File: src/rtl/recovery_receiver.sv
// Recovery-protocol receive parser: TTI RX descriptor/data queues -> command record + payload stream.
// Optional PEC verification is compiled in with `define RECOVERY_PEC_CHECK_EN.
module recovery_receiver #(
   parameter int TtiRxDescDataWidth = 32
) (
   input  logic                          clk_i,
   input  logic                          rst_ni,
   input  logic                          soft_reset_ni,
   input  logic                          desc_valid_i,
   output logic                          desc_ready_o,
   input  logic [TtiRxDescDataWidth-1:0] desc_data_i,
   input  logic                          data_valid_i,
   output logic                          data_ready_o,
   input  logic [7:0]                    data_data_i,
   input  logic [7:0]                    pec_crc_i,
   output logic                          pec_enable_o,
   output logic                          pec_clear_o,
   output logic                          cmd_valid_o,
   input  logic                          cmd_ready_i,
   output logic [7:0]                    cmd_cmd_o,
   output logic [15:0]                   cmd_len_o,
   output logic                          cmd_is_read_o,
   output logic                          cmd_error_o,
   output logic                          cmd_dvalid_o,
   input  logic                          cmd_dready_i,
   output logic [7:0]                    cmd_data_o,
   output logic                          cmd_dlast_o
);

   typedef enum logic [2:0] {
      Idle,
      RxCmd,
      RxLenL,
      RxLenH,
      RxData,
      RxPEC,
      Flush,
      Done
   } state_e;

   state_e      state_q, state_d;
   logic        rdy_q;
   logic [15:0] cnt_q, cnt_d;
   logic [15:0] rem_q, rem_d;
   logic [15:0] dcnt_q, dcnt_d;
   logic [15:0] len_q, len_d;
   logic [7:0]  cmd_q, cmd_d;
   logic        is_read_q, is_read_d;
   logic        error_q, error_d;

   logic        desc_fire;
   logic        data_fire;
   logic [15:0] new_len;

   if (TtiRxDescDataWidth > 16) begin : g_desc_hi
      logic unused_desc_hi;
      assign unused_desc_hi = ^desc_data_i[TtiRxDescDataWidth-1:16];
   end

`ifndef RECOVERY_PEC_CHECK_EN
   logic unused_pec_crc;
   assign unused_pec_crc = ^pec_crc_i;
`endif

   assign desc_fire = desc_valid_i & desc_ready_o;
   assign data_fire = data_valid_i & data_ready_o;
   assign new_len   = {data_data_i, len_q[7:0]};

   always_ff @(posedge clk_i or negedge rst_ni) begin
      if (!rst_ni) begin
         state_q   <= Idle;
         rdy_q     <= 1'b0;
         cnt_q     <= '0;
         rem_q     <= '0;
         dcnt_q    <= '0;
         len_q     <= '0;
         cmd_q     <= '0;
         is_read_q <= 1'b0;
         error_q   <= 1'b0;
      end else begin
         state_q   <= state_d;
         rdy_q     <= 1'b1;
         cnt_q     <= cnt_d;
         rem_q     <= rem_d;
         dcnt_q    <= dcnt_d;
         len_q     <= len_d;
         cmd_q     <= cmd_d;
         is_read_q <= is_read_d;
         error_q   <= error_d;
      end
   end

   // rem_q tracks bytes of the frame not yet consumed so Flush knows when the frame ends.
   always_comb begin
      state_d      = state_q;
      cnt_d        = cnt_q;
      rem_d        = rem_q;
      dcnt_d       = dcnt_q;
      len_d        = len_q;
      cmd_d        = cmd_q;
      is_read_d    = is_read_q;
      error_d      = error_q;
      desc_ready_o = 1'b0;
      data_ready_o = 1'b0;
      pec_clear_o  = 1'b0;
      cmd_valid_o  = 1'b0;
      cmd_dvalid_o = 1'b0;
      cmd_data_o   = '0;
      cmd_dlast_o  = 1'b0;

      case (state_q)
         Idle: begin
            desc_ready_o = rdy_q;
            if (desc_fire) begin
               cnt_d       = desc_data_i[15:0];
               rem_d       = desc_data_i[15:0];
               cmd_d       = '0;
               len_d       = '0;
               is_read_d   = 1'b0;
               error_d     = 1'b0;
               pec_clear_o = 1'b1;
               if (desc_data_i[15:0] == 16'd0) begin
                  error_d = 1'b1;
                  state_d = Done;
               end else begin
                  state_d = RxCmd;
               end
            end
         end

         RxCmd: begin
            data_ready_o = 1'b1;
            if (data_fire) begin
               cmd_d = data_data_i;
               rem_d = rem_q - 16'd1;
               if (cnt_q == 16'd1) begin
                  is_read_d = 1'b1;
                  state_d   = Done;
               end else if (cnt_q == 16'd2 || cnt_q == 16'd3) begin
                  error_d = 1'b1;
                  state_d = Flush;
               end else begin
                  state_d = RxLenL;
               end
            end
         end

         RxLenL: begin
            data_ready_o = 1'b1;
            if (data_fire) begin
               len_d[7:0] = data_data_i;
               rem_d      = rem_q - 16'd1;
               state_d    = RxLenH;
            end
         end

         // The count must cover CMD + two length bytes + payload + PEC; compare in 17 bits.
         RxLenH: begin
            data_ready_o = 1'b1;
            if (data_fire) begin
               len_d[15:8] = data_data_i;
               rem_d       = rem_q - 16'd1;
               if ({1'b0, cnt_q} != ({1'b0, new_len} + 17'd4)) begin
                  error_d = 1'b1;
                  state_d = Flush;
               end else if (new_len == 16'd0) begin
                  state_d = RxPEC;
               end else begin
                  dcnt_d  = new_len;
                  state_d = RxData;
               end
            end
         end

         RxData: begin
            data_ready_o = cmd_dready_i;
            cmd_dvalid_o = data_valid_i;
            cmd_data_o   = data_data_i;
            cmd_dlast_o  = (dcnt_q == 16'd1);
            if (data_fire) begin
               dcnt_d = dcnt_q - 16'd1;
               rem_d  = rem_q - 16'd1;
               if (dcnt_q == 16'd1) begin
                  state_d = RxPEC;
               end
            end
         end

         RxPEC: begin
            data_ready_o = 1'b1;
            if (data_fire) begin
               rem_d = rem_q - 16'd1;
`ifdef RECOVERY_PEC_CHECK_EN
               if (data_data_i != pec_crc_i) begin
                  error_d = 1'b1;
               end
`endif
               state_d = Done;
            end
         end

         Flush: begin
            data_ready_o = 1'b1;
            if (data_fire) begin
               rem_d = rem_q - 16'd1;
               if (rem_q <= 16'd1) begin
                  state_d = Done;
               end
            end
         end

         Done: begin
            cmd_valid_o = 1'b1;
            if (cmd_ready_i) begin
               state_d = Idle;
            end
         end

         default: begin
            state_d = Idle;
         end
      endcase

      if (!soft_reset_ni) begin
         state_d = Idle;
      end
   end

`ifdef RECOVERY_PEC_CHECK_EN
   always_comb begin
      pec_enable_o = 1'b0;
      if (state_q == RxCmd || state_q == RxLenL || state_q == RxLenH || state_q == RxData) begin
         pec_enable_o = data_fire;
      end
   end
`else
   assign pec_enable_o = 1'b0;
`endif

   assign cmd_cmd_o     = cmd_q;
   assign cmd_len_o     = len_q;
   assign cmd_is_read_o = is_read_q;
   assign cmd_error_o   = error_q;

endmodule

File: config.mk
export PLATFORM = sky130hd
export DESIGN_NAME = recovery_receiver
export DESIGN_NICKNAME = d
export VERILOG_FILES = /design/src/rtl/recovery_receiver.sv
export SDC_FILE = /design/constraint.sdc
export NUM_CORES = 1
export LEC_CHECK = 0
export BUFFER_PORTS_ARGS = -buffer_cell sky130_fd_sc_hd__buf_2
export CORE_AREA = 2 2 113 115
export CTS_CLUSTER_DIAMETER = 100
export CTS_CLUSTER_SIZE = 16
export DETAILED_ROUTE_END_ITERATION = 8
export DIE_AREA = 0 0 115 117
export PLACE_DENSITY = 0.66
export SLEW_MARGIN = 10
export SYNTH_ARGS = -nofsm -noshare
export SYNTH_HDL_FRONTEND = slang
export SYNTH_SLANG_ARGS = --single-unit
File: constraint.sdc
create_clock -name clk_i -period 7.15 [get_ports clk_i]
set_input_delay 1.0725 -clock clk_i [delete_from_list [all_inputs] [get_ports clk_i]]
set_output_delay 1.0725 -clock clk_i [all_outputs]
set_load 0.02 [all_outputs]
==> results.cfg, run 1 <==
[floorplan]
ioPinCount = 96
fp.dieArea_um2 = 13500
design.core.area_um2 = 12300
die_h_um = 117
row_count = 41
start_util = 0.411
die_x_um = 115

[place]
hpwl_um = 9840
placed_cells = 792
io_buffers = 70
pre_cts_slack_ns = 2.98
gp_congestion = 0.931

[worst_setup_path]
crit_type = register to output pin
critPathTopFamily = simple AND/OR/NAND/NOR gates
cp_num_buf_inv = 2
end_kind = output pin
slowest_delay_ns = 0.80
crit_fanout = 21
arrival_ns = 3.45
crit_chain = nor3_1, nand3_1, inv_1, buf_2
start_kind = register
crit_required_ns = 6.08
critPathSlowestCell = nor3_1
r2r_setup_slack_ns = 2.98

[power]
power_uw = 1870
p_leak_uw = 0.00249
powerDensity_nw_per_um2 = 333
irDropWorstVdd_uv = 162

[sta]
worst_slew_pin_slew_ns = 1.08
maxSlewHeadroom = 0.280
hold_viol = 0
period_share = 0.632
fmax_ghz = 0.221
fin_tns_setup_ns = 0
maxSlewViolCount = 0
fin_crit_ns = 4.52
grt_setup_unrepaired = false
setup_viol = 0
fin_ws_ns = 2.63
finalClockSkew_ns = 0.00917

[synthesis]
synth_cell_types = 71
synthAdderAreaFrac = 0.0148
synth.yosys.seq_area_share = 0.385
syn_inst = 613
synthesis.area_um2 = 5070
synth-seq-cells = 78
synthArstFlopShare = 1.00
synth_top_family_by_area = simple AND/OR/NAND/NOR gates
syn-num-nets = 674
synth_xor_area_frac = 0.0294
synth_compound_area_frac = 0.226
avgSynthCellArea_um2 = 8.26
synthFlopType = dfrtp_1
synthMuxAreaShare = 0.00815
yosysWarnings = 0
synth-edff-count = 0
synth-simple-area-share = 0.263

[finish]
drive_gt1_frac = 0.182
nets = 714
area_growth_pct = 11.1
instances_no_fill = 808
diodes = 0
fillCellCount = 1208

[grt]
grt_pass1_wl_um = 22800
gr-total-overflow = 0
antenna_found_initial = 0
track_usage = 0.219
grt_start_max_net_pins = 79
grt_pass1_vias = 4533

[outcome]
status = complete, no violations

[cts]
cts_tree = yes
root_buffer = clkbuf_16
clkSlewWorstSetupHoldPaths_ns = 0.06
cts.repair.resized = 0
clkLatencyLatePin_ns = 0.35
cts_buffers = 9
post-cts-setup-buffers = 0
clock_sinks = 78
ctsHoldBuffers = 0
cts-htree-levels = 3
clockBufferDepth = 2

[routing]
drt_iter0_drc = 400
dr.pass1.iters = 5
ant_nets = 0
wire_per_inst_um = 17.6
vias = 4746
drcViolationCount = 0
via_per_inst = 5.87
wl_um = 14200

[job]
maxCapViolations = 0

[worst_hold_path]
hold_path_class = register to register
==> cells in the mapped netlist (4+ instances only) <==
library cell,instances,share of area
xor2_1,6,0.010
clkbuf_8,5,0.014
and2_1,4,0.0049
o211ai_1,7,0.010
o31ai_1,8,0.012
or3_1,7,0.0086
nor2_1,53,0.039
nand2_1,119,0.088
and3_1,9,0.011
buf_6,7,0.016
o2bb2ai_1,4,0.0069
or2_2,4,0.0049
a21oi_1,49,0.048
dfrtp_1,78,0.39
o2bb2ai_2,10,0.030
ha_1,6,0.015
buf_2,4,0.0040
o21ai_0,58,0.057
nor4_1,15,0.019
nor3_1,13,0.013
inv_1,16,0.012
xnor2_1,11,0.019
nand3_1,16,0.016
nand4_1,4,0.0049
nor3b_1,4,0.0059
clkbuf_1,22,0.016
==> final cells by class <==
type | instances | area, um^2 | share of cell area
well taps | 150 | 188 | 0.0333
flip-flops and latches | 78 | 1950 | 0.347
multi-input cells | 475 | 2750 | 0.488
repair buffers | 73 | 375 | 0.0667
inverters | 16 | 60.1 | 0.0107
clock buffers | 10 | 239 | 0.0425
clock inverters | 6 | 67.6 | 0.0120
==> cell families (layout without fill, tap and decap cells) <==
| logic type | count (synthesis) | after routing |
|---|---|---|
| AND/OR/NAND/NOR | 276 | 276 |
| AO/OA/AOI/OAI | 170 | 170 |
| flip-flops | 78 | 78 |
| buffers and inverters | 60 | 105 |
| XOR/XNOR | 17 | 17 |
| adder cells (fa/ha/maj) | 6 | 6 |
| multiplexers | 4 | 4 |
| other | 2 | 2 |
==> stage by stage <==
step           instance area [um^2]   util  hold slack [ns]
2_1_floorplan                  5070      -            0.462
3_3_place_gp                   5320  0.432            0.455
3_5_place_dp                   5320  0.432            0.474
4_1_cts                        5630  0.457            0.487
5_1_grt                        5630  0.457            0.519
6_report                       5630  0.457            0.481
==> where the power goes <==
part	internal, uW	switching [uW]
clock network	282	193
logic	252	420
registers	571	157
==> registers in the layout (all words and copies together), names as in the netlist <==
name and cells:
cmd_error_o 1, rem_q 16, cmd_is_read_o 1, rdy_q 1, cmd_len_o 16, dcnt_q 16
cnt_q 16, state_q 3, cmd_cmd_o 8
==> path summary, 6_finish.rpt <==
path | start | to | cells after the start
min in group asynchronous | rst_ni | rem_q[4] | 1
worst max-delay path | state_q[0] | pec_clear_o | 4
worst min register to register | cmd_cmd_o[1] | cmd_cmd_o[1] | 2
worst min-delay path | cmd_cmd_o[1] | cmd_cmd_o[1] | 2
worst max register to register | state_q[0] | cmd_len_o[2] | 7
max in group asynchronous | rst_ni | cmd_cmd_o[4] | 1
==> layout by cell type (no fill, tap or decap), types with 3 or more instances in the layout <==
master     count
a22o_1         3
nand4_1        4
or3_1          7
nor3_1        13
a21oi_1       49
o21ai_0       58
o2bb2ai_1      4
or2_2          4
a21o_1         3
buf_4          4
nor2_1        53
and3_2         3
clkbuf_16      9
nand2_1      119
nand3_1       16
o31ai_1        8
dfrtp_1       78
nor4_1        15
nor2b_1        3
o2bb2ai_2     10
nor3b_1        4
and3_1         9
and2_1         4
o21a_1         3
inv_1         16
mux2i_1        3
xnor2_1       11
xor2_1         6
nand2b_1       3
buf_2         69
o211ai_1       7
ha_1           6
o22ai_1        3
==> worst reg2reg max path: cells and delay by family, from the launching register on <==
| kind | cells | cell delay [ns] |
|---|---|---|
| DFF | 1 | 0.63 |
| AOI/OAI and AO/OA | 1 | 0.10 |
| and+or+nand+nor | 5 | 2.58 |
| buffers and inverters | 1 | 0.71 |
==> metal layers <==
metal / up-vias / wire length [um] / GRT usage
met3: 41 / 867 / 0.0391
met2: 196 / 6590 / 0.347
li1: 2245 / - / -
met5: - / 0 / 0
met4: 0 / 459 / 0.114
met1: 2264 / 6280 / 0.289
Note: power is estimated with default switching activity, not from simulation.
==> run 2, diff against run 1 <==
--- a/config.mk
+++ b/config.mk
@@ -5,13 +5,14 @@
 export SDC_FILE = /design/constraint.sdc
 export NUM_CORES = 1
 export LEC_CHECK = 0
+export ABC_AREA = 1
 export BUFFER_PORTS_ARGS = -buffer_cell sky130_fd_sc_hd__buf_2
-export CORE_AREA = 2 2 113 115
+export CORE_AREA = 2 2 115 117
 export CTS_CLUSTER_DIAMETER = 100
 export CTS_CLUSTER_SIZE = 16
 export DETAILED_ROUTE_END_ITERATION = 8
-export DIE_AREA = 0 0 115 117
-export PLACE_DENSITY = 0.66
+export DIE_AREA = 0 0 117 119
+export PLACE_DENSITY = 0.65
 export SLEW_MARGIN = 10
 export SYNTH_ARGS = -nofsm -noshare
 export SYNTH_HDL_FRONTEND = slang
==> constraint.sdc (replaced) <==
create_clock -name clk_i -period 4.5 [get_ports clk_i]
set_input_delay 0.675 -clock clk_i [delete_from_list [all_inputs] [get_ports clk_i]]
set_output_delay 0.675 -clock clk_i [all_outputs]
set_load 0.02 [all_outputs]
==> run 2 against run 1 <==
  * Cell area rose by 8.4%
  * Sequential cell count did not move
  * Clock power rose by 100%
  * Area after synthesis rose by 3.6%
  * Via count rose by 8.4%
  * Critical path type unchanged
  * Clock skew fell by 0.0016 ns
  * Count of clock-buffer cells in the layout did not move
  * Largest cell class unchanged
  * Combinational power rose to 3.8 times the previous value
  * Register-to-register slack got worse by 1.1 ns
  * Global-route usage rose by 0.36 points
  * Setup slack got worse by 0.79 ns
  * First-iteration DRC count fell by 5.8%
==> results.cfg, run 2 <==
[synthesis]
synth.top_cells.by_area = dfrtp_1, nand2_1, nand3_1
ys_top_cells_by_count = nand2_1, inv_1, nor2_1
synth_area_leader_cell = dfrtp_1
synth.yosys.seq_area_share = 0.372
syn_inst = 786
synth_top_cell_area_share = 0.372
synth_cell_types = 42
synthArstFlopShare = 1.00
yosysWarnings = 0
synth-seq-cells = 78
avgSynthCellArea_um2 = 6.68
syn-num-nets = 847
yosysMostFrequentCell = nand2_1
synthesis.area_um2 = 5250
synth-edff-count = 0
synthFlopType = dfrtp_1

[worst_setup_path]
end_kind = output pin
crit_required_ns = 3.83
cp_num_buf_inv = 4
crit_type = register to output pin
worst_r2r_endpoint = cmd_len_o[4]
startpoint = state_q[2]
start_kind = register
arrival_ns = 1.98
slowest_delay_ns = 0.61
critPathSlowestCell = dfrtp_1
crit_chain = inv_2, nor2_2, buf_4, inv_2, nor2_1, buf_2
cpMostUsedCell = inv_2
timing.rr.start = state_q[1]
r2r_setup_slack_ns = 1.88
critPathTopFamily = buffers and inverters
reg2regPathDepth = 11
crit_fanout = 27

[cts]
clock_sinks = 78
ctsHoldBuffers = 0
root_buffer = clkbuf_16
cts_buffers = 9
clockBufferDepth = 2
post-cts-setup-buffers = 0
clkLatencyLatePin_ns = 0.35
cts_tree = yes
clkSlewWorstSetupHoldPaths_ns = 0.06
cts.repair.resized = 0
cts-htree-levels = 3

[sta]
setup_viol = 0
fin_crit_ns = 2.66
maxSlewHeadroom = 0.329
maxSlewViolCount = 0
period_share = 0.591
hold_viol = 0
fin_tns_setup_ns = 0
finalClockSkew_ns = 0.00754
worst_slew_pin_slew_ns = 1.01
grt_setup_unrepaired = false
fmax_ghz = 0.376

[power]
irDropWorstVdd_uv = 367
pwr-share-comb = 0.531
powerDensity_nw_per_um2 = 777
pwr-share-seq = 0.267
p_int_uw = 2450
power_switching_uw = 2300
power.share.clock = 0.202
p_leak_uw = 0.00312
p_sw_frac = 0.484
power_uw = 4750

[finish]
fillCellCount = 1336
diodes = 0
area_growth_pct = 16.3
multi_input_area_um2 = 2740
final_util = 0.474
seqCellArea_um2 = 1950
nets = 906
drive_gt1_frac = 0.141
final_common_cell = nand2_1
layout_common_cells = nand2_1, inv_1, nor2_1, nand3_1, o21ai_0

[routing]
via_per_inst = 5.01
wl_um = 14400
wire_per_inst_um = 14.1
dr.pass1.iters = 7
vias = 5145
ant_nets = 0
drcViolationCount = 0
drt_iter0_drc = 377

[grt]
grt_start_max_net_pins = 79
track_usage = 0.223
antenna_found_initial = 0
gr-total-overflow = 0
grt_pass1_vias = 4825
grt_pass1_wl_um = 24200

[place]
io_buffers = 70
hpwl_um = 10600
gp_congestion = 0.917

[floorplan]
die_h_um = 119
row_count = 42
design.core.area_um2 = 12900
fp.dieArea_um2 = 13900
die_x_um = 117
start_util = 0.408
ioPinCount = 96

[worst_hold_path]
hold_path_class = input pin to asynchronous set/reset pin

[job]
maxCapViolations = 0

[outcome]
status = complete, no violations
-- run 2: cell type report --
class	instances	area share
clock buffer	10	0.0375
clock inverter	6	0.0258
timing repair buffer	74	0.0627
inverter	114	0.0701
tap	176	0.0361
multi-input combinational	568	0.448
sequential	78	0.320
-- run 2: worst max path at each step --
stage | depth (start not counted) | endpoint
global route | 11 | cmd_len_o[0]
CTS | 6 | cmd_dvalid_o
detailed placement | 11 | cmd_len_o[0]
global placement | 11 | cmd_len_o[3]
finish | 6 | cmd_data_o[1]
floorplan | 6 | pec_clear_o
-- run 2: kinds of logic after synthesis --
group | synth area share
simple gates | 0.356
fa+ha+maj | 0.0143
buf+inv | 0.107
flops | 0.372
compound gates | 0.131
xor+xnor | 0.0184
other cells | 0.00143
-- run 2: metal layers --
metal,GRT usage,share of wire,up-vias
met2,0.356,0.47,147
met1,0.305,0.47,2332
met5,0,0,-
met3,0.0478,0.053,17
met4,0.0596,0.014,0
li1,-,-,2649
-- run 2: per-stage QoR --
step / cell area, um^2 / hold slack, ns / worst slack (ns) / std cells
global route: 6100 / 0.556 / 1.48 / 1026
global placement: 5720 / 0.474 / 1.83 / 1010
CTS: 6100 / 0.506 / 1.85 / 1026
finish: 6100 / 0.497 / 1.84 / 1026
floorplan: 5250 / 0.379 / 2.31 / 786
detailed placement: 5720 / 0.487 / 1.81 / 1010
-- run 2: power by group through the flow --
| stage | combinational, uW | sequential, uW | clock (uW) |
|---|---|---|---|
| finish | 2520 | 1270 | 958 |
| global route | 2910 | 1300 | 1000 |
| CTS | 2510 | 1260 | 973 |
| detailed placement | 2500 | 1270 | 0 |
| global placement | 2480 | 1270 | 0 |
| floorplan | 1900 | 1290 | 0 |
==> run 3, diff against run 2 <==
--- a/config.mk
+++ b/config.mk
@@ -5,14 +5,14 @@
 export SDC_FILE = /design/constraint.sdc
 export NUM_CORES = 1
 export LEC_CHECK = 0
-export ABC_AREA = 1
+export ABC_AREA = 0
 export BUFFER_PORTS_ARGS = -buffer_cell sky130_fd_sc_hd__buf_2
-export CORE_AREA = 2 2 115 117
+export CORE_AREA = 2 2 113 115
 export CTS_CLUSTER_DIAMETER = 100
 export CTS_CLUSTER_SIZE = 16
 export DETAILED_ROUTE_END_ITERATION = 8
-export DIE_AREA = 0 0 117 119
-export PLACE_DENSITY = 0.65
+export DIE_AREA = 0 0 115 117
+export PLACE_DENSITY = 0.68
 export SLEW_MARGIN = 10
 export SYNTH_ARGS = -nofsm -noshare
 export SYNTH_HDL_FRONTEND = slang
==> constraint.sdc (replaced) <==
create_clock -name clk_i -period 2.3 [get_ports clk_i]
set_input_delay 0.345 -clock clk_i [delete_from_list [all_inputs] [get_ports clk_i]]
set_output_delay 0.345 -clock clk_i [all_outputs]
set_load 0.02 [all_outputs]
==> run 3 against run 2 <==
  * The run now ends with setup timing left
  * Cell area increased by 9.1%
  * Non-clock buffer count increased by 90
  * Via count increased by 0.19%
==> results.cfg, run 3 (synthesis gave the netlist of run 1 again) <==
[outcome]
status = finished, violations left
violations = setup timing

[worst_setup_path]
arrival_ns = 2.72
start_kind = register
r2r_setup_slack_ns = -0.19
crit_fanout = 5
end_kind = register
crit_type = register to register
crit_required_ns = 2.53

[floorplan]
row_count = 41
design.core.area_um2 = 12300
ioPinCount = 96
start_util = 0.411
die_h_um = 117
die_x_um = 115
fp.dieArea_um2 = 13500

[grt]
antenna_found_initial = 0
gr-total-overflow = 0
track_usage = 0.243
grt_start_max_net_pins = 42
grt_pass1_vias = 4933
grt_pass1_wl_um = 25400

[routing]
via_per_inst = 5.73
top_layer = met4
vias = 5155
dr_wl_met2_um = 7940
drt_iter0_drc = 360
wl_met3_um = 874
drcViolationCount = 0
wl_met1_um = 6880
wire_per_inst_um = 17.8
ant_nets = 0
dr.pass1.iters = 5
wl_um = 16000

[cts]
root_buffer = clkbuf_16
cts_tree = yes
clockBufferDepth = 2
clkLatencyLatePin_ns = 0.35
clkSlewWorstSetupHoldPaths_ns = 0.06
clock_sinks = 78
cts_buffers = 9
cts-htree-levels = 3

[power]
irDropWorstVdd_uv = 573
powerDensity_nw_per_um2 = 964
p_leak_uw = 0.00301

[sta]
maxSlewHeadroom = 0.645
setup_viol = 19
grt_setup_unrepaired = true
hold_viol = 0
fin_crit_ns = 2.49
period_share = 1.08
hold_ws_ns = 0.227
worst_slew_pin_slew_ns = 0.527
finalClockSkew_ns = 0.00612
fin_tns_setup_ns = -3.23
maxSlewViolCount = 0
fmax_ghz = 0.402
fin_ws_ns = -0.187

[finish]
layout_common_cells = nand2_1, buf_4, dfrtp_1, buf_2, nor2_1
area_growth_pct = 31.4
nets = 805
final_util = 0.541
final_common_cell = nand2_1
diodes = 0
instances_no_fill = 899
drive_gt1_frac = 0.326

[place]
placed_cells = 875
io_buffers = 70
gp_congestion = 0.941
pre_cts_slack_ns = -0.243
hpwl_um = 11700

[worst_hold_path]
hold_path_class = input pin to register

[job]
maxCapViolations = 0
[run 3: metal layers]
metal / GRT usage / vias to the layer above
met4: 0.0916 / 0
met2: 0.406 / 172
li1: - / 2445
met5: 0 / -
met3: 0.0402 / 24
met1: 0.320 / 2514
[run 3: path summary, 6_finish.rpt]
kind,start,end,depth (start not counted)
max,cmd_len_o[3],dcnt_q[10],12
min,desc_data_i[11],cnt_q[11],3
max reg2reg,cmd_len_o[3],dcnt_q[10],12
min reg2reg,cmd_len_o[12],cmd_len_o[12],2
max in group asynchronous,rst_ni,state_q[2],3
min in group asynchronous,rst_ni,cnt_q[11],2
[run 3: timing repair]
action,in CTS,in global routing
cloned,3,0
hold buffers,1,0
setup buffers,5,0
hold endpoints to repair,19,0
resized for setup,30,17
pin swaps,16,2
setup endpoints to repair,22,25
[run 3: report_power, final]
group          internal, uW  switching (uW)  leakage [uW]
clock network           839             610      0.000146
logic                  1190            1570       0.00187
registers              1780             428      0.000999
total                  3810            2610       0.00301
[run 3: final cells by class]
class	count	area, um^2
inverter	16	60.1
tap	150	188
timing repair buffer	164	1200
fill	1147	5650
multi-input combinational	475	2960
clock buffer	10	229
sequential	78	1960
clock inverter	6	62.6
[run 3: critical path, stage by stage, from the launching register on]
cell and delay [ns]:
dfrtp_2 0.44, buf_6 0.13, ha_4 0.17, buf_4 0.14
or2_2 0.29, o32ai_2 0.11, a21oi_2 0.10, a2111oi_4 0.34
buf_6 0.18, buf_6 0.11, buf_16 0.11, o211ai_1 0.10
o2bb2ai_2 0.14
[run 3: metrics by stage]
stage	area, um^2	total power (uW)
2_1_floorplan	5110	3800
3_3_place_gp	6020	4690
3_5_place_dp	6020	4780
4_1_cts	6570	6320
5_1_grt	6660	6820
6_report	6660	6420
